### src/rtl/instr_fetch_unit.sv
// PC / fetch stage in front of a word-addressed instruction memory.
// It registers the fetched word with its PC, applies branch and jump redirects, and halts on request or on a PC fault.
module instr_fetch_unit #(
   parameter int ADDR_W   = 8,
   parameter int DEPTH    = 128,
   parameter int RESET_PC = 0
) (
   input  logic              clk,
   input  logic              rst,
   input  logic              en,
   input  logic              halt,
   input  logic              branch_taken,
   input  logic [15:0]       branch_offset,
   input  logic              jump,
   input  logic [25:0]       jump_target,
   output logic              imem_memread,
   output logic [ADDR_W-1:0] imem_address,
   input  logic [31:0]       imem_readdata,
   output logic [ADDR_W-1:0] pc,
   output logic [31:0]       instr,
   output logic [ADDR_W-1:0] instr_pc,
   output logic              instr_valid,
   output logic              fault
);

   typedef enum logic [1:0] {IDLE, RUN, HALTED} state_t;

   localparam logic [ADDR_W-1:0] RESET_PC_W = ADDR_W'(RESET_PC);
   localparam logic [ADDR_W:0]   DEPTH_W    = (ADDR_W+1)'(DEPTH);
   localparam logic [ADDR_W-1:0] PC_ONE     = {{(ADDR_W-1){1'b0}}, 1'b1};

   state_t            state_q, state_d;
   logic [ADDR_W-1:0] pc_q, pc_d;
   logic [31:0]       instr_q, instr_d;
   logic [ADDR_W-1:0] instr_pc_q, instr_pc_d;
   logic              instr_valid_q, instr_valid_d;
   logic              fault_q, fault_d;

   logic [ADDR_W:0]   seq_pc_ext;
   logic [ADDR_W-1:0] br_target;
   logic [ADDR_W-1:0] jmp_target;
   logic [ADDR_W-1:0] redir_target;
   logic              redirect;
   logic              unused_hi_bits;

   assign unused_hi_bits = ^{jump_target[25:ADDR_W], branch_offset[15:ADDR_W]};

   // Branch offset is truncated to the PC width, so modular addition covers negative offsets.
   assign seq_pc_ext   = {1'b0, pc_q} + {{ADDR_W{1'b0}}, 1'b1};
   assign br_target    = instr_pc_q + PC_ONE + branch_offset[ADDR_W-1:0];
   assign jmp_target   = jump_target[ADDR_W-1:0];
   assign redir_target = jump ? jmp_target : br_target;
   assign redirect     = instr_valid_q & (jump | branch_taken);

   always_ff @(posedge clk or posedge rst) begin
      if (rst) begin
         state_q       <= IDLE;
         pc_q          <= RESET_PC_W;
         instr_q       <= '0;
         instr_pc_q    <= '0;
         instr_valid_q <= 1'b0;
         fault_q       <= 1'b0;
      end else begin
         state_q       <= state_d;
         pc_q          <= pc_d;
         instr_q       <= instr_d;
         instr_pc_q    <= instr_pc_d;
         instr_valid_q <= instr_valid_d;
         fault_q       <= fault_d;
      end
   end

   always_comb begin
      state_d       = state_q;
      pc_d          = pc_q;
      instr_d       = instr_q;
      instr_pc_d    = instr_pc_q;
      instr_valid_d = instr_valid_q;
      fault_d       = fault_q;
      case (state_q)
         IDLE: begin
            state_d = RUN;
         end
         RUN: begin
            if (en) begin
               if (halt) begin
                  state_d       = HALTED;
                  instr_valid_d = 1'b0;
               end else if (redirect) begin
                  // The word fetched at the old PC is dropped; an out-of-range target faults and leaves pc unchanged.
                  instr_valid_d = 1'b0;
                  if ({1'b0, redir_target} >= DEPTH_W) begin
                     state_d = HALTED;
                     fault_d = 1'b1;
                  end else begin
                     pc_d = redir_target;
                  end
               end else begin
                  instr_d       = imem_readdata;
                  instr_pc_d    = pc_q;
                  instr_valid_d = 1'b1;
                  if (seq_pc_ext >= DEPTH_W) begin
                     state_d = HALTED;
                     fault_d = 1'b1;
                  end else begin
                     pc_d = seq_pc_ext[ADDR_W-1:0];
                  end
               end
            end
         end
         HALTED: begin
            instr_valid_d = 1'b0;
         end
         default: begin
            state_d = IDLE;
         end
      endcase
   end

   assign imem_memread = (state_q == RUN);
   assign imem_address = pc_q;
   assign pc           = pc_q;
   assign instr        = instr_q;
   assign instr_pc     = instr_pc_q;
   assign instr_valid  = instr_valid_q;
   assign fault        = fault_q;

endmodule

### config.mk
export PLATFORM = sky130hd
export DESIGN_NAME = instr_fetch_unit
export DESIGN_NICKNAME = d
export VERILOG_FILES = /design/src/rtl/instr_fetch_unit.sv
export SDC_FILE = /design/constraint.sdc
export NUM_CORES = 1
export LEC_CHECK = 0
export CORE_MARGIN = 2
export CORE_UTILIZATION = 40
export CTS_CLUSTER_DIAMETER = 80
export DETAILED_ROUTE_END_ITERATION = 7
export PLACE_DENSITY_LB_ADDON = 0.08
export SLEW_MARGIN = 5
export SYNTH_ARGS = -nofsm -noshare
export SYNTH_HDL_FRONTEND = slang
export SYNTH_SLANG_ARGS = --single-unit
### constraint.sdc
create_clock -name clk -period 2.9 [get_ports clk]
set_input_delay 0.435 -clock clk [delete_from_list [all_inputs] [get_ports clk]]
set_output_delay 0.435 -clock clk [all_outputs]
set_load 0.05 [all_outputs]
==> results.md <==
* Worst-path maximum fanout at 6
* Crit-path max cell delay at 0.42 ns
* Final Core Density at 0.6154
* Crit path max-delay cell type: clkdlybuf4s50_1
* Final Cycle Share at 0.8431
* ANT nets after route at 0
* Worst skew pair latency at 0.29 ns
* P&R area growth vs syn at 46.93%
* Ys Warns at 0
* Final WL at 6537 µm
* PortBufs at 112
* Die H at 86.01 µm
* Final TNS setup at 0 ns
* VDD IR max at 0.7000 mV
* Synthesis-stage register bit count at 52
* Layout cells sized above 1 at 0.1988
* Cells after Synth at 226
* Worst Skew at 0.007099 ns
* Nets at 427
* RSZ-0062 raised after global routing: no
* CTS HTree Levels at 2
* Asr flop ratio synth at 1.000
* Pins Over Slew Limit at 0
* Largest delay contributor family on the critical path: compound AO/OA/AOI/OAI gates
* Total track usage at 0.1784
* Distinct cells, synth at 47
* First-pass GRT wire length at 10330 µm
* FP Rows at 29
* CP required at 3.10 ns
* # DRC at 0
* First-pass DRT Iterations at 4
* Hold buffer count at cts at 0
* Starting Density at 0.4189
* Root Buffer: clkbuf_8
* Final Hold Fails at 0
* Post-CTS Setup Repair Bufs at 0
* Syn nets at 316
* Maximum Capacitance Violations at 0
* Seq/Total Area, Yosys at 0.4837
* Die area at 0.007397 mm²
* Arr. time, crit path at 2.65 ns
* Initial antenna violation count at 0
* Cell area after synthesis at 0.002690 mm²
* # clock sinks at 52
* CP bufs+invs at 2
* Vias in the first global route at 2134
* Worst path cell trace: clkdlybuf4s50_1, ha_1, nor2b_4, o31a_1, o21ai_0, a211oi_4, nand2b_1, buf_4, o31ai_2
* Placed inst area at 0.003875 mm²
* Diode count at 0
* WS Path Type: input port to register
* Number of DRC markers in iteration 0 at 94
* Worst Hold Class: input port to async pin
* GR Overflow Total at 0
* Average cell area after synthesis at 11.90 µm²
* Top_reg_cell synth: dfrtp_1
* Crit. End Element: register
* Post-DP HPWL at 4911 µm
* Lkg Pwr at 1.676 nW
* Vias at 2131
* # setup viols final at 0
* CP startpoint kind: input port
* Die X at 86.01 µm
* Ports at 139
* Largest net degree at the start of global routing at 35
* Final WS setup at 0.4551 ns
* Final Instance Area at 0.003953 mm²
* Vias/cell at 5.147
* Total CTS buffers at 5
* Worst slack, placed at 0.1818 ns
* Placer congestion estimate at 0.7830
* # resized after CTS at 0
* WL/cell at 15.79 µm
* Max Root-Sink Buffers at 2
* Core area at 0.006422 mm²
* Run status: completed
* Pwr per Cell Area at 1282 mW/mm²
* Relative slew margins at 0.6488
* EDFF count, synth at 0
* Clk pin slew, worst setup/hold paths at 0.09 ns
* CTS tree: done
* Worst-Margin Slew at 0.5252 ns
* Max Fclk at 0.4090 GHz
* Minimum clock period at 2.445 ns
[where the power goes]
group          internal, mW  switching [mW]  leakage [nW]
sequential             1.07           0.271         0.628
clock                 0.165           0.219        0.0410
combinational          1.27            2.07          1.01
total                  2.51            2.56          1.68
[cells by family after synthesis]
family / count (synthesis) / synth area share
compound gates: 51 / 0.1358
xor+xnor: 2 / 0.006513
fa+ha+maj: 10 / 0.04930
buf+inv: 25 / 0.05535
flops: 52 / 0.4837
mux: 42 / 0.1781
simple gates: 44 / 0.09115
[per-stage QoR]
step | total power [mW] | hold slack, ns | std cells
2_1_floorplan | 3.659 | 0.5433 | 226
3_3_place_gp | 4.667 | 0.4395 | 407
3_5_place_dp | 4.712 | 0.4541 | 407
4_1_cts | 5.121 | 0.4778 | 414
5_1_grt | 5.330 | 0.4840 | 414
6_report | 5.069 | 0.4620 | 414
[layer usage]
metal / track usage / wire, µm / vias to the layer above
met5: 0 / 0 / -
met4: 0.04906 / 58 / 0
met3: 0.05679 / 540 / 9
met2: 0.2911 / 3118 / 80
met1: 0.2287 / 2819 / 1018
li1: - / - / 1024
[layout make-up]
class / count / area (µm²)
sequential: 52 / 1301
clock buffer: 6 / 72.57
tap: 77 / 96.34
fill: 547 / 2470
clock inverter: 1 / 5.005
multi-input combinational: 149 / 1242
timing repair buffer: 122 / 1209
inverter: 7 / 26.28
[cells in the final DEF (no fill, tap or decap), drive strengths merged, types with 2 or more instances in the layout]
master / n
xnor2: 2
nor3: 4
inv: 7
dfrtp: 52
nand2: 11
o31ai: 3
nand3b: 2
a21oi: 7
o21a: 3
nor2b: 5
o21ai: 16
and3: 5
o211ai: 2
a31oi: 3
a211oi: 6
o22a: 2
mux2: 41
ha: 9
nor2: 9
clkdlybuf4s50: 112
clkbuf: 6
nand2b: 2
nor3b: 2
o31a: 2
buf: 10
nand3: 3
[sequential cells by signal, summed over array words and instances (netlist names)]
register	count
imem_address	8
instr_pc	8
state_q	2
instr	32
instr_valid	1
fault	1
[path summary, 6_finish.rpt]
check                                  from               to  slack, ns  cells past startpoint
min in group clk                      fault            fault       0.47                      1
setup reg to reg                instr_pc[1]  imem_address[3]       0.61                      8
max in group asynchronous               rst      instr_valid       1.81                      3
hold reg to reg                       fault            fault       0.47                      1
hold / removal                          rst        instr[25]       0.46                      2
setup / recovery           branch_offset[1]  imem_address[3]       0.46                      9
[synth_stat cells, types with 2 or more instances]
master    instances  area share
a211oi_1          5       0.014
a21oi_1           7       0.013
a31oi_1           3      0.0070
and3_1            4      0.0093
buf_1             3      0.0042
buf_2             2      0.0037
buf_4             8       0.022
buf_6             3       0.013
clkbuf_1          2      0.0028
dfrtp_1          52        0.48
ha_1              9       0.042
inv_1             7      0.0098
mux2_2           39        0.16
mux2_4            2       0.011
nand2_1          11       0.015
nand2b_1          2      0.0047
nand3_1           3      0.0056
nand3b_1          2      0.0056
nor2_1            9       0.013
nor2b_1           4      0.0093
nor3_1            3      0.0056
nor3b_1           2      0.0056
o21a_1            3      0.0084
o21ai_0          13       0.024
o21ai_1           2      0.0037
o22a_1            2      0.0065
o31a_1            2      0.0065
o31ai_1           2      0.0056
xnor2_1           2      0.0065
No activity file was read; power rests on OpenSTA's default activity.
